===== src/rtl/remote_cmd_sequencer.sv =====
// remote_cmd_sequencer: drains a FIFO of {command, expected response} pairs over a remote link, checking each reply with timeout and retry
// Ports: push/push_cmd/push_exp/full load the FIFO; start/halt_on_err control a run;
// cmd/send_cmd/cmd_sent/resp_rdy/resp talk to the transmitter; busy/done/pass/err_cnt/err_code/cmd_idx report status.
module remote_cmd_sequencer #(
  parameter int DEPTH     = 8,
  parameter int CMD_W     = 16,
  parameter int RESP_W    = 8,
  parameter int TMO_CYC   = 1000000,
  parameter int MAX_RETRY = 2
)(
  input  logic                     clk,
  input  logic                     rst,
  input  logic                     push,
  input  logic [CMD_W-1:0]         push_cmd,
  input  logic [RESP_W-1:0]        push_exp,
  output logic                     full,
  input  logic                     start,
  input  logic                     halt_on_err,
  output logic [CMD_W-1:0]         cmd,
  output logic                     send_cmd,
  input  logic                     cmd_sent,
  input  logic                     resp_rdy,
  input  logic [RESP_W-1:0]        resp,
  output logic                     busy,
  output logic                     done,
  output logic                     pass,
  output logic [7:0]               err_cnt,
  output logic [1:0]               err_code,
  output logic [$clog2(DEPTH):0]   cmd_idx
);
  localparam int AW = $clog2(DEPTH);
  localparam int TW = $clog2(TMO_CYC);
  typedef enum logic [2:0] {S_IDLE, S_LOAD, S_SEND, S_WAIT_SENT, S_WAIT_RESP, S_CHECK, S_FIN} state_t;
  state_t r_state, w_next;
  logic [CMD_W-1:0]  r_mem_cmd [DEPTH];
  logic [RESP_W-1:0] r_mem_exp [DEPTH];
  logic [AW:0]       r_wp, r_rp;
  logic [CMD_W-1:0]  r_cmd;
  logic [RESP_W-1:0] r_exp, r_resp;
  logic [TW-1:0]     r_tmo;
  logic [2:0]        r_retry;
  logic              r_exh, r_pass;
  logic [7:0]        r_err_cnt;
  logic [1:0]        r_err_code;
  logic [AW:0]       r_cmd_idx;
  logic w_empty, w_push, w_tmo, w_retry_ok, w_fail;
  assign w_empty    = r_wp == r_rp;
  assign full       = (r_wp - r_rp) == (AW+1)'(DEPTH);
  assign w_push     = push && !full;
  assign w_tmo      = r_tmo == TW'(TMO_CYC - 1);
  assign w_retry_ok = int'(r_retry) < MAX_RETRY;
  // an exhausted command fails regardless of whatever stale response was latched
  assign w_fail     = r_exh || (r_resp != r_exp);
  assign cmd      = r_cmd;
  assign send_cmd = r_state == S_SEND;
  assign busy     = r_state != S_IDLE;
  assign done     = r_state == S_FIN;
  assign pass     = r_pass;
  assign err_cnt  = r_err_cnt;
  assign err_code = r_err_code;
  assign cmd_idx  = r_cmd_idx;
  always_comb begin
    w_next = r_state;
    case (r_state)
      S_IDLE:      w_next = start ? S_LOAD : S_IDLE;
      S_LOAD:      w_next = w_empty ? S_FIN : S_SEND;
      S_SEND:      w_next = S_WAIT_SENT;
      S_WAIT_SENT: w_next = cmd_sent ? S_WAIT_RESP : S_WAIT_SENT;
      // a response in the expiry cycle still wins over the timeout
      S_WAIT_RESP: w_next = resp_rdy ? S_CHECK : !w_tmo ? S_WAIT_RESP : w_retry_ok ? S_SEND : S_CHECK;
      S_CHECK:     w_next = (w_fail && halt_on_err) ? S_FIN : S_LOAD;
      S_FIN:       w_next = S_IDLE;
      default:     w_next = S_IDLE;
    endcase
  end
  always_ff @(posedge clk)
    if (w_push) begin
      r_mem_cmd[r_wp[AW-1:0]] <= push_cmd;
      r_mem_exp[r_wp[AW-1:0]] <= push_exp;
    end
  always_ff @(posedge clk or posedge rst)
    if (rst) begin
      r_state    <= S_IDLE;
      r_wp       <= '0;
      r_rp       <= '0;
      r_cmd      <= '0;
      r_exp      <= '0;
      r_resp     <= '0;
      r_tmo      <= '0;
      r_retry    <= '0;
      r_exh      <= 1'b0;
      r_pass     <= 1'b0;
      r_err_cnt  <= '0;
      r_err_code <= '0;
      r_cmd_idx  <= '0;
    end else begin
      r_state <= w_next;
      if (w_push) r_wp <= r_wp + (AW+1)'(1);
      case (r_state)
        S_IDLE: if (start) begin
          r_err_cnt  <= '0;
          r_err_code <= '0;
          r_cmd_idx  <= '0;
          r_pass     <= 1'b0;
        end
        S_LOAD: if (!w_empty) begin
          r_cmd   <= r_mem_cmd[r_rp[AW-1:0]];
          r_exp   <= r_mem_exp[r_rp[AW-1:0]];
          r_exh   <= 1'b0;
          r_retry <= '0;
        end
        S_WAIT_SENT: if (cmd_sent) r_tmo <= '0;
        S_WAIT_RESP:
          if (resp_rdy) r_resp <= resp;
          else if (w_tmo) begin
            if (w_retry_ok) r_retry <= r_retry + 3'd1;
            else r_exh <= 1'b1;
          end else r_tmo <= r_tmo + TW'(1);
        S_CHECK: begin
          // the head is popped only here, so every retry resends the same entry
          r_rp      <= r_rp + (AW+1)'(1);
          r_cmd_idx <= r_cmd_idx + (AW+1)'(1);
          r_retry   <= '0;
          if (w_fail) begin
            if (r_err_cnt != 8'hFF) r_err_cnt <= r_err_cnt + 8'd1;
            if (r_err_code == 2'b00) r_err_code <= r_exh ? 2'b11 : 2'b01;
          end
        end
        S_FIN: r_pass <= r_err_cnt == 8'd0;
        default: ;
      endcase
    end
endmodule


===== config.mk =====
export PLATFORM = sky130hd
export DESIGN_NAME = remote_cmd_sequencer
export DESIGN_NICKNAME = d
export VERILOG_FILES = /design/src/rtl/remote_cmd_sequencer.sv
export SDC_FILE = /design/constraint.sdc
export NUM_CORES = 1
export LEC_CHECK = 0
export BUFFER_PORTS_ARGS = -buffer_cell sky130_fd_sc_hd__buf_2
export CAP_MARGIN = 10
export CELL_PAD_IN_SITES_DETAIL_PLACEMENT = 1
export CELL_PAD_IN_SITES_GLOBAL_PLACEMENT = 1
export CORE_UTILIZATION = 46
export DETAILED_ROUTE_END_ITERATION = 12
export PLACE_DENSITY_LB_ADDON = 0.1
export SYNTH_ARGS = -nofsm -noshare
export SYNTH_HDL_FRONTEND = slang
export SYNTH_SLANG_ARGS = --single-unit

===== constraint.sdc =====
create_clock -name clk -period 6.2 [get_ports clk]
set_clock_uncertainty 0.15 [all_clocks]
set_input_delay 0.31 -clock clk [delete_from_list [all_inputs] [get_ports clk]]
set_output_delay 0.31 -clock clk [all_outputs]
set_load 0.01 [all_outputs]

[Word-level counts from Yosys, hierarchy flattened]
Memory sizes are Yosys's and may differ from the RTL's. A register that Yosys moved wholly into a read port is not among the register bits.
Index checks and enable logic that the tools add are counted.
Cells by class
  $add $sub $neg: 7
  equal/unequal tests: 22
  divide/modulo/power cells: 0
  reductions and logical operators: 22
  magnitude comparators: 1
  multiplexer cells: 37
  bitwise gates (word level): 1
  shift-type cells: 0
  multipliers: 0
Operators with widths (number)
  20-bit two-way mux: 3
  20-bit case mux with 2 select lines: 1
  3-bit two-way mux: 10
  8-bit two-way mux: 3
  2-bit != test (second input constant): 11
  20-bit by 1-bit adder with 20-bit output (second input constant): 1
  20-bit equality test (second input constant): 1
  3-bit case mux with 6 select lines: 1
  8-bit case mux with 2 select lines: 1
  4-bit by 1-bit adder with 4-bit output (second input constant): 3
  4-bit AND reduction: 3
  5-bit AND reduction: 2
  3-bit equality test (second input constant): 3
  3-bit case mux with 3 select lines: 1
  8-bit by 1-bit adder with 8-bit output (second input constant): 1
  8-bit zero test: 1
  1-bit two-way mux: 8
  2-bit two-way mux: 4
  8-bit != test: 1
  8-bit != test (second input constant): 1
  4-bit case mux with 2 select lines: 1
  2-bit AND reduction: 4
  2-bit nonzero test: 4
  3-bit by 2-bit equality test with 1-bit output (second input constant): 2
  16 further kinds: 19
Storage, ports and cells
  memories: 2
  register bits: 58
  word-level logic and storage cells: 103
  bits in read-only memories: 0
  bits of input ports: 39
  bits in latches: 0
  memory bits (writable): 192
  output and inout port bits: 35
Memory list
  r_mem_cmd: words 8, bits a word 16, rd ports 1, clocked after memory_dff 1, wr ports 1, RTL line 35  | logic [CMD_W-1:0] r_mem_cmd [DEPTH];
  r_mem_exp: words 8, bits a word 8, rd ports 1, clocked after memory_dff 1, wr ports 1, RTL line 36  | logic [RESP_W-1:0] r_mem_exp [DEPTH];

[Logic depth before layout (Yosys ltp)]
Gate-level depths: netlist of the first run.
  depth after elaboration: 6
  gate-level depth with buffers: 10
  depth with buffers taken out: 7

[Worst setup path before layout of the first run]
Ideal clock, no wire load.
  path kind: reg-to-reg
  start: register r_rp[1]
  end: memory r_mem_cmd[4][0], enable pin
  path slack: 1.905 ns
  clock period less this slack: 4.295 ns
  buffers on the path: 2
  cell stages (with the launch flop): 10
  required time: 5.610 ns
  library setup time: 0.440 ns
  arrival: 3.705 ns
  path through: dfrtp_1 clkbuf_1 clkbuf_1 inv_1 ha_1 nor2b_1 or4_1 o221a_2 nand2_1 nor3b_1
On the way
  longest elaborated chain between the ends: 6
RTL lines
  start: declaration: RTL line 37  | logic [AW:0] r_wp, r_rp;
  start signal: assignment: RTL line 121  | r_rp <= r_rp + (AW+1)'(1);
  4-bit subtractor: RTL line 48  | assign full = (r_wp - r_rp) == (AW+1)'(DEPTH);
  4-bit equality test: RTL line 48
  1-bit zero test: RTL line 49  | assign w_push = push && !full;
  1-bit logical AND: RTL line 49
  1-bit two-way mux: RTL line 77  | if (w_push) begin
  1-bit two-way mux (implied by the code): RTL line 78  | r_mem_cmd[r_wp[AW-1:0]] <= push_cmd;
  end: declaration: RTL line 35
Every way passes these cells.

[Final worst setup path of the first run]
  start: register r_rp[0]
  end: memory r_mem_exp[1][1], enable pin
On the way
  longest elaborated chain between the ends: 6
RTL lines
  4-bit subtractor: RTL line 48
  4-bit equality test: RTL line 48
  1-bit zero test: RTL line 49
  1-bit logical AND: RTL line 49
  1-bit two-way mux: RTL line 77
  1-bit two-way mux (implied by the code): RTL line 79  | r_mem_exp[r_wp[AW-1:0]] <= push_exp;
  end: declaration: RTL line 36
Every way passes these cells.

==> results_tabular.tex, run 1 <==
\begin{tabular}{lr}
\hline
Metric & Value \\
\hline
\multicolumn{2}{l}{\textbf{Outcome}} \\
\quad Outcome & complete, no violations \\
\multicolumn{2}{l}{\textbf{Logic synthesis}} \\
\quad Flop and latch count out of synthesis & 274 \\
\quad Adder-cell share of the synthesized area & 0.01110 \\
\quad Syn. warnings & 0 \\
\quad Dominant synthesized flop cell & edfxtp\_1 \\
\quad Post-Synthesis Cell Area & between 10000 and 15000 µm² \\
\quad Number of enable-type register cells in the synthesized netlist & 192 \\
\quad Dominant combinational cell family by area after synthesis & multiplexers \\
\quad Synthesized netlist cell count & between 700 and 800 \\
\quad Portion of synthesized cell area occupied by the leading cell type & 0.5113 \\
\quad Fraction of registers with async set or reset after synthesis & 0.2993 \\
\quad Compound-gate portion of the synthesized area & 0.05181 \\
\quad Syn\_nets & 750 \\
\quad Cell accounting for the most synthesized area & edfxtp\_1 \\
\quad Mean area per synthesized cell & roughly 16 µm² \\
\quad Most numerous cell types in the synthesized netlist & edfxtp\_1, dfrtp\_1, nand2\_1 \\
\quad Most repeated cell in the gate-level netlist after synthesis & edfxtp\_1 \\
\quad Share of cell area taken by muxes after synthesis & 0.1298 \\
\quad Synthesized-area fraction occupied by and/or/nand/nor cells & 0.07556 \\
\quad Top cells by area in the synthesized netlist & edfxtp\_1, dfrtp\_1, mux4\_2 \\
\quad Post-synth cell types & 60 \\
\quad Sequential share of the synthesized area & 0.6932 \\
\quad Fraction of synthesized cell area in xor and xnor cells & 0.02019 \\
\multicolumn{2}{l}{\textbf{Finish}} \\
\quad Net count of the finished layout & 870 \\
\quad Synthesis-to-layout area growth & 18.93\% \\
\quad Share of final-layout standard cells stronger than drive strength 1 & 0.2521 \\
\quad Number of diodes & 0 \\
\quad Non-filler cells in the finished layout & 1164 \\
\multicolumn{2}{l}{\textbf{GRT}} \\
\quad Largest net degree at the start of global routing & between 50 and 60 \\
\quad Number of global-route vias before repair & slightly below 7000 \\
\quad Global-route wire length before repair & approximately 38 mm \\
\quad Global-route congestion overflow total & 0 \\
\quad GR Util All Layers & 0.2021 \\
\quad Number of antenna violations at the first check in global routing & 1 \\
\multicolumn{2}{l}{\textbf{Worst setup path}} \\
\quad Arrival time reported for the critical path endpoint & just under 4 ns \\
\quad Crit-path most repeated cell & nand2\_1 \\
\quad Ordered cell list for the critical path & ha\_1, nand2\_1, or4\_1, o221a\_2, nand2\_1, nor3\_2, buf\_4 \\
\quad CP startpoint kind & register \\
\quad Crit Path Class & reg -> reg \\
\quad Slowest-stage cell, CP & dfrtp\_4 \\
\quad FF-to-FF setup slack & around 2.3 ns \\
\quad Data required time of the worst path & 6.28 ns \\
\quad Largest fanout on the critical path & 52 \\
\quad Worst Setup End Kind & register \\
\quad Crit path largest cell delay & between 1 and 1.5 ns \\
\multicolumn{2}{l}{\textbf{Floorplan}} \\
\quad Die Wd & 158.6 µm \\
\quad Count of standard-cell rows & 56 \\
\quad Placeable core region & about 24000 µm² \\
\quad Vert. Die Dim & 158.6 µm \\
\quad Die outline area & about 25000 µm² \\
\quad Number of ports placed on the die boundary & between 70 and 80 \\
\quad Starting utilization of the core area & 0.4748 \\
\multicolumn{2}{l}{\textbf{Power}} \\
\quad Leakage power figure & between 0.005 and 0.006 µW \\
\quad Switching power as a share of total power & 0.3066 \\
\quad Pwr dens & around 450 nW/µm² \\
\quad P\_sw & around 1800 µW \\
\quad Highest ir drop seen on vdd & about 0.00023 V \\
\quad Sequential power share & 0.443 \\
\quad Design internal power & 4145 µW \\
\quad Clock network fraction of design power & 0.302 \\
\quad Combinational cell fraction of total power & 0.255 \\
\multicolumn{2}{l}{\textbf{Clocking}} \\
\quad Root cell of the clock tree & clkbuf\_16 \\
\quad CTS clock-pin slew for the worst setup and hold paths & roughly 0.06 ns \\
\quad Later-pin clock latency in the skew report & 0.55 ns \\
\quad Clock net sink count & 274 \\
\quad \# H-tree levels & 1 \\
\quad Postcts setup bufs & 0 \\
\quad Clock Tree Buf Depth & 3 \\
\quad Clock tree from TritonCTS & yes \\
\quad Cts bufs inserted & 30 \\
\multicolumn{2}{l}{\textbf{Placement}} \\
\quad Half-perimeter wire length after detailed placement & 15.19 mm \\
\quad Number of buffers inserted by port buffering & 73 \\
\quad Weighted congestion at the end of routability-driven global placement & $\sim$0.80 \\
\quad Placed cells & between 1000 and 1500 \\
\multicolumn{2}{l}{\textbf{Timing}} \\
\quad Max Clock Freq & 258.7 MHz \\
\quad Hold Vio Cnt, Final & 0 \\
\quad Pins Over Slew Limit & 0 \\
\quad Final-layout worst hold slack & between 0.03 and 0.04 ns \\
\quad Tightest Pin Transition & about 1.2 ns \\
\quad Minimum clock period & 3.866 ns \\
\quad Unrepaired setup endpoints after global routing & no \\
\quad Slew Limit Headroom & 0.2140 \\
\quad Share of the clock period used by the worst path & 0.6236 \\
\quad Setup TNS after final layout & 0 ns \\
\quad Count of endpoints failing setup in the final report & 0 \\
\multicolumn{2}{l}{\textbf{Route}} \\
\quad WL final & approximately 24 mm \\
\quad WL/cell & approximately 21 µm \\
\quad Remaining design rule violation count & 0 \\
\quad DRC violation total after the first TritonRoute iteration & 399 \\
\quad Number of iterations in the first detailed-routing pass & 6 \\
\quad Antenna violation net count after detailed routing & 0 \\
\quad Vias/cell & 5.550 \\
\quad Total via count after detailed routing & 6460 \\
\multicolumn{2}{l}{\textbf{Flow run}} \\
\quad MaxCap Viol Count & 0 \\
\multicolumn{2}{l}{\textbf{Hold path}} \\
\quad Path class of the lowest-slack min-delay path & in -> reg \\
\hline
\end{tabular}
## state kept, by name, indices dropped and copies added (netlist names), 4 cells and up
| name | count |
|---|---|
| r_mem_cmd | 128 |
| r_mem_exp | 64 |
| cmd_idx | 4 |
| r_rp | 4 |
| r_wp | 4 |
| r_resp | 8 |
| err_cnt | 8 |
| r_exp | 8 |
| r_tmo | 20 |
| cmd | 16 |
## repair_timing
item	in CTS	in global routing
hold buffers	36	0
gates resized for setup	0	0
hold endpoints to repair	236	0
## final cells by class
class                           count  area, µm²
Clock inverter                     17      175.2
Multi-Input combinational cell    378       3286
Tap cell                          319      399.1
Inverter                           17      65.06
Timing Repair Buffer              120      808.3
Sequential cell                   274       7823
Fill cell                        2226      10340
Clock buffer                       39      855.8
## layout by cell type (no fill, tap or decap), types with 3 or more instances in the layout
cell	instances
nor3_1	9
bufinv_16	3
a22o_1	3
and2_1	4
dlygate4sd3_1	36
inv_1	15
o21ai_0	41
o21ai_1	3
a211oi_1	3
buf_2	73
clkinv_2	7
or3_1	6
clkbuf_8	5
xnor2_1	12
o211ai_1	8
o31ai_1	4
clkbuf_16	31
and4_1	5
mux2i_1	27
or4_1	4
clkinvlp_4	4
nand2_1	60
ha_1	10
xor2_1	14
dfrtp_1	80
nor3b_2	4
clkbuf_1	3
a21oi_1	12
edfxtp_1	192
mux4_2	48
mux2_2	9
buf_4	11
nor2_1	22
nand3_1	20
nand4_1	7
## critical path: cells and delay by family (launching register included)
kind / cells / cell delay, ns
AOI/OAI and AO/OA: 1 / 0.27
DFF: 1 / 1.11
buffers and inverters: 1 / 0.41
adders and majority gates: 1 / 0.41
and+or+nand+nor: 4 / 1.16
## routing by layer
| metal | track usage | wire length, µm | up-vias |
|---|---|---|---|
| met1 | 0.2600 | 10520 | 3346 |
| li1 | - | - | 2953 |
| met4 | 0.04716 | 339 | 0 |
| met5 | 0 | 0 | - |
| met2 | 0.3596 | 12650 | 126 |
| met3 | 0.03103 | 875 | 35 |
## final timing paths
| check | end | startpoint | cells past startpoint |
|---|---|---|---|
| setup reg to reg | r_mem_exp[1][1] | r_rp[0] | 7 |
| max in group asynchronous | cmd[15] | rst | 4 |
| hold / removal | r_state[1] | cmd_sent | 4 |
| setup / recovery | r_mem_exp[1][1] | r_rp[0] | 7 |
| hold reg to reg | cmd[5] | cmd[5] | 2 |
| min in group asynchronous | r_resp[1] | rst | 3 |
## per-stage QoR
stage / cell area [µm²] / total power, µW / setup WS [ns] / utilization
floorplan: 11280 / 3697 / 1.905 / -
global placement: 12020 / 4133 / 2.440 / 0.5061
detailed placement: 12020 / 4223 / 2.275 / 0.5061
CTS: 13410 / 6066 / 2.244 / 0.5646
global route: 13410 / 6288 / 2.075 / 0.5646
finish: 13410 / 5977 / 2.334 / 0.5646
## cells by family (layout without fill, tap and decap cells)
logic type / count (synthesis) / after routing
fa+ha+maj: 10 / 10
compound gates: 93 / 93
flops: 274 / 274
xor+xnor: 26 / 26
simple gates: 164 / 164
mux: 85 / 85
buf+inv: 49 / 193
## power groups by stage
stage,combinational (µW),sequential (µW),clock (µW)
detailed placement,1530,2690,0
global route,1680,2700,1910
finish,1530,2650,1800
CTS,1560,2660,1850
floorplan,1160,2540,0
global placement,1470,2660,0
No activity file was read; power rests on OpenSTA's default activity.
==> inputs of run 2 (changes only) <==
--- a/config.mk
+++ b/config.mk
@@ -5,11 +5,12 @@
 export SDC_FILE = /design/constraint.sdc
 export NUM_CORES = 1
 export LEC_CHECK = 0
+export ABC_AREA = 1
 export BUFFER_PORTS_ARGS = -buffer_cell sky130_fd_sc_hd__buf_2
 export CAP_MARGIN = 10
 export CELL_PAD_IN_SITES_DETAIL_PLACEMENT = 1
 export CELL_PAD_IN_SITES_GLOBAL_PLACEMENT = 1
-export CORE_UTILIZATION = 46
+export CORE_UTILIZATION = 44
 export DETAILED_ROUTE_END_ITERATION = 12
 export PLACE_DENSITY_LB_ADDON = 0.1
 export SYNTH_ARGS = -nofsm -noshare
==> constraint.sdc (replaced) <==
create_clock -name clk -period 3.35 [get_ports clk]
set_clock_uncertainty 0.15 [all_clocks]
set_input_delay 0.1675 -clock clk [delete_from_list [all_inputs] [get_ports clk]]
set_output_delay 0.1675 -clock clk [all_outputs]
set_load 0.01 [all_outputs]
==> run 2 against run 1 <==
  * Critical path depth up 2
  * Global-route usage up 2.4 points
  * Synthesized cell count grew 59%
  * Critical endpoint is now r_resp[0]
  * Largest cell class unchanged
==> results_tabular.tex, run 2 <==
\begin{tabular}{lr}
\hline
Metric & Value \\
\hline
\multicolumn{2}{l}{\textbf{Floorplan}} \\
\quad Starting utilization of the core area & 0.4470 \\
\quad Number of ports placed on the die boundary & 74 \\
\quad Vert. Die Dim & between 150 and 200 µm \\
\quad Die Wd & roughly 170 µm \\
\quad Count of standard-cell rows & 60 \\
\quad Placeable core region & between 20000 and 30000 µm² \\
\quad Die outline area & roughly 28000 µm² \\
\multicolumn{2}{l}{\textbf{Worst setup path}} \\
\quad Data required time of the worst path & about 3.7 ns \\
\quad Worst Setup End Kind & register \\
\quad Ordered cell list for the critical path & nor2\_2, nand2\_2, inv\_4, nand2\_2, inv\_2, nand2\_1, dlygate4sd3\_1, nand2\_1, dlygate4sd3\_1 \\
\quad Crit path largest cell delay & between 0.5 and 0.6 ns \\
\quad Arrival time reported for the critical path endpoint & between 3 and 4 ns \\
\quad Largest fanout on the critical path & 17 \\
\quad Top Family by Delay on Critical Path & buffers and inverters \\
\quad CP startpoint kind & register \\
\quad Total buffers and inverters traversed by the critical path & 4 \\
\quad Slowest-stage cell, CP & dlygate4sd3\_1 \\
\quad Crit Path Class & reg -> reg \\
\multicolumn{2}{l}{\textbf{Clocking}} \\
\quad Postcts setup bufs & 0 \\
\quad Cells resized by post-CTS repair & 0 \\
\quad CTS clock-pin slew for the worst setup and hold paths & 0.06 ns \\
\quad Cts-stage hold buffer count & 43 \\
\quad Clock net sink count & around 270 \\
\quad Cts bufs inserted & 31 \\
\quad Clock tree from TritonCTS & yes \\
\quad Clock Tree Buf Depth & 3 \\
\quad Root cell of the clock tree & clkbuf\_16 \\
\quad Later-pin clock latency in the skew report & around 0.58 ns \\
\quad \# H-tree levels & 1 \\
\multicolumn{2}{l}{\textbf{GRT}} \\
\quad Number of global-route vias before repair & a little over 9000 \\
\quad Largest net degree at the start of global routing & 100 \\
\quad Global-route wire length before repair & between 40 and 50 mm \\
\quad GR Util All Layers & 0.2262 \\
\quad Global-route congestion overflow total & 0 \\
\quad Number of antenna violations at the first check in global routing & 0 \\
\multicolumn{2}{l}{\textbf{Route}} \\
\quad Remaining design rule violation count & 0 \\
\quad WL final & between 30 and 40 mm \\
\quad Total via count after detailed routing & just under 9000 \\
\quad Vias/cell & 5.420 \\
\quad Number of iterations in the first detailed-routing pass & 5 \\
\quad WL/cell & 19.16 µm \\
\quad Antenna violation net count after detailed routing & 0 \\
\quad DRC violation total after the first TritonRoute iteration & roughly 540 \\
\multicolumn{2}{l}{\textbf{Logic synthesis}} \\
\quad Most numerous cell types in the synthesized netlist & edfxtp\_1, nand2\_1, nor2\_1 \\
\quad Syn\_nets & around 1200 \\
\quad Cell accounting for the most synthesized area & edfxtp\_1 \\
\quad Dominant combinational cell family by area after synthesis & simple AND/OR/NAND/NOR gates \\
\quad Mean area per synthesized cell & between 10 and 15 µm² \\
\quad Dominant synthesized flop cell & edfxtp\_1 \\
\quad Portion of synthesized cell area occupied by the leading cell type & 0.4813 \\
\quad Post-Synthesis Cell Area & between 10000 and 15000 µm² \\
\quad Synthesized-area fraction occupied by and/or/nand/nor cells & 0.1651 \\
\quad Synthesized netlist cell count & $\sim$1100 \\
\quad Post-synth cell types & 44 \\
\quad Compound-gate portion of the synthesized area & 0.1065 \\
\quad Number of enable-type register cells in the synthesized netlist & between 150 and 200 \\
\quad Fraction of registers with async set or reset after synthesis & 0.2993 \\
\quad Top cells by area in the synthesized netlist & edfxtp\_1, dfrtp\_1, nand2\_1 \\
\quad Flop and latch count out of synthesis & $\sim$270 \\
\quad Syn. warnings & 0 \\
\quad Sequential share of the synthesized area & 0.6526 \\
\quad Share of cell area taken by muxes after synthesis & 0 \\
\quad Adder-cell share of the synthesized area & 0.01044 \\
\quad Fraction of synthesized cell area in xor and xnor cells & 0.01671 \\
\quad Most repeated cell in the gate-level netlist after synthesis & edfxtp\_1 \\
\multicolumn{2}{l}{\textbf{Finish}} \\
\quad Most frequent standard cell in the layout excluding fill and tap cells & edfxtp\_1 \\
\quad Most frequent cells in the layout & edfxtp\_1, nand2\_1, nor2\_1 \\
\quad Area of the multi-input gates & around 3600 µm² \\
\quad Number of diodes & 0 \\
\quad Storage element area & just under 8000 µm² \\
\quad Synthesis-to-layout area growth & 18.70\% \\
\quad Share of final-layout standard cells stronger than drive strength 1 & 0.1581 \\
\quad Largest register FFs & 128 \\
\quad Net count of the finished layout & roughly 1300 \\
\quad Fill cell instance count of the final layout & $\sim$2900 \\
\multicolumn{2}{l}{\textbf{Power}} \\
\quad Power, Total & 11930 µW \\
\quad Pwr dens & about 840 nW/µm² \\
\quad Leakage power figure & between 0.005 and 0.006 µW \\
\quad Highest ir drop seen on vdd & a little under 0.0005 V \\
\multicolumn{2}{l}{\textbf{Timing}} \\
\quad Count of endpoints failing setup in the final report & 0 \\
\quad Setup TNS after final layout & 0 ns \\
\quad Unrepaired setup endpoints after global routing & no \\
\quad Pins Over Slew Limit & 0 \\
\quad Max Clock Freq & 337.9 MHz \\
\quad Tightest Pin Transition & between 1 and 1.5 ns \\
\quad Minimum clock period & around 3.0 ns \\
\quad Slew Limit Headroom & 0.3308 \\
\quad Hold Vio Cnt, Final & 0 \\
\quad Share of the clock period used by the worst path & 0.8833 \\
\multicolumn{2}{l}{\textbf{Placement}} \\
\quad Half-perimeter wire length after detailed placement & 18.13 mm \\
\quad Weighted congestion at the end of routability-driven global placement & about 0.81 \\
\quad Number of buffers inserted by port buffering & 73 \\
\multicolumn{2}{l}{\textbf{Outcome}} \\
\quad Outcome & complete, no violations \\
\multicolumn{2}{l}{\textbf{Flow run}} \\
\quad MaxCap Viol Count & 0 \\
\multicolumn{2}{l}{\textbf{Hold path}} \\
\quad Path class of the lowest-slack min-delay path & in -> async \\
\hline
\end{tabular}
## run 2: changes by cell type after synthesis, moves of 27 or more
cell / change
o21ai_0: +80
o22ai_1: +35
inv_1: +52
nand3_1: +31
nand2_1: +127
mux4_2: -48
nor2_1: +150
mux2i_1: -27
## run 2: area by class of cell
class	instances	share of cell area
flip-flops and latches	274	0.5499
repair buffers	139	0.06811
inverters	78	0.02103
multi-input cells	710	0.2532
clock buffers	42	0.05887
well taps	341	0.03001
clock inverters	16	0.01892
## run 2: worst reg2reg max path, stage by stage (launching register included)
cell,delay [ns]
dfrtp_1,0.44
nor2_2,0.20
nand2_2,0.23
inv_4,0.27
nand2_2,0.14
inv_2,0.23
nand2_1,0.07
dlygate4sd3_1,0.56
nand2_1,0.07
dlygate4sd3_1,0.54
## run 2: report_power, final
group | switching, µW | leakage (µW) | total, µW | internal [µW]
logic | 2530 | 0.00219 | 3650 | 1110
registers | 294 | 0.00282 | 4610 | 4320
clock network | 1380 | 0.000538 | 3670 | 2290
total | 4210 | 0.00555 | 11900 | 7720
## run 2: routing by layer
layer	up-vias	global-route usage	share of wire
met3	62	0.02923	0.037
met1	4317	0.3013	0.45
li1	4107	-	-
met2	186	0.3869	0.48
met4	0	0.06562	0.028
met5	-	0	0
## run 2: path summary, 6_finish.rpt
| check | start | end | slack (ns) | cells after the start |
|---|---|---|---|---|
| hold reg to reg | err_code[0] | err_code[0] | 0.36 | 2 |
| setup reg to reg | r_state[0] | r_resp[0] | 0.39 | 9 |
| max in group asynchronous | rst | err_code[0] | 2.18 | 4 |
| min in group clk | resp[1] | r_resp[1] | 0.22 | 4 |
| hold / removal | rst | cmd_idx[0] | 0.13 | 3 |
| setup / recovery | r_state[0] | r_resp[0] | 0.39 | 9 |
## run 2: through the flow
stage            util  instances  cell area (µm²)  hold slack [ns]  worst slack [ns]
6_report       0.5305       1600            14220           0.1251            0.3909
5_1_grt        0.5305       1600            14220           0.1923            0.1760
3_3_place_gp   0.4732       1499            12680           0.1818            0.6816
4_1_cts        0.5305       1600            14220           0.1313            0.3715
2_1_floorplan       -       1115            11980           0.1164          -0.09737
3_5_place_dp   0.4732       1499            12680           0.1873            0.5737
## run 2: kinds of logic (layout without fill, tap and decap cells)
logic type	Yosys count	after routing
adders and majority gates	10	10
xor gates and xnor gates	22	22
DFF	274	274
buffers and inverters	131	275
and+or+nand+nor	463	463
AOI/OAI and AO/OA	215	215
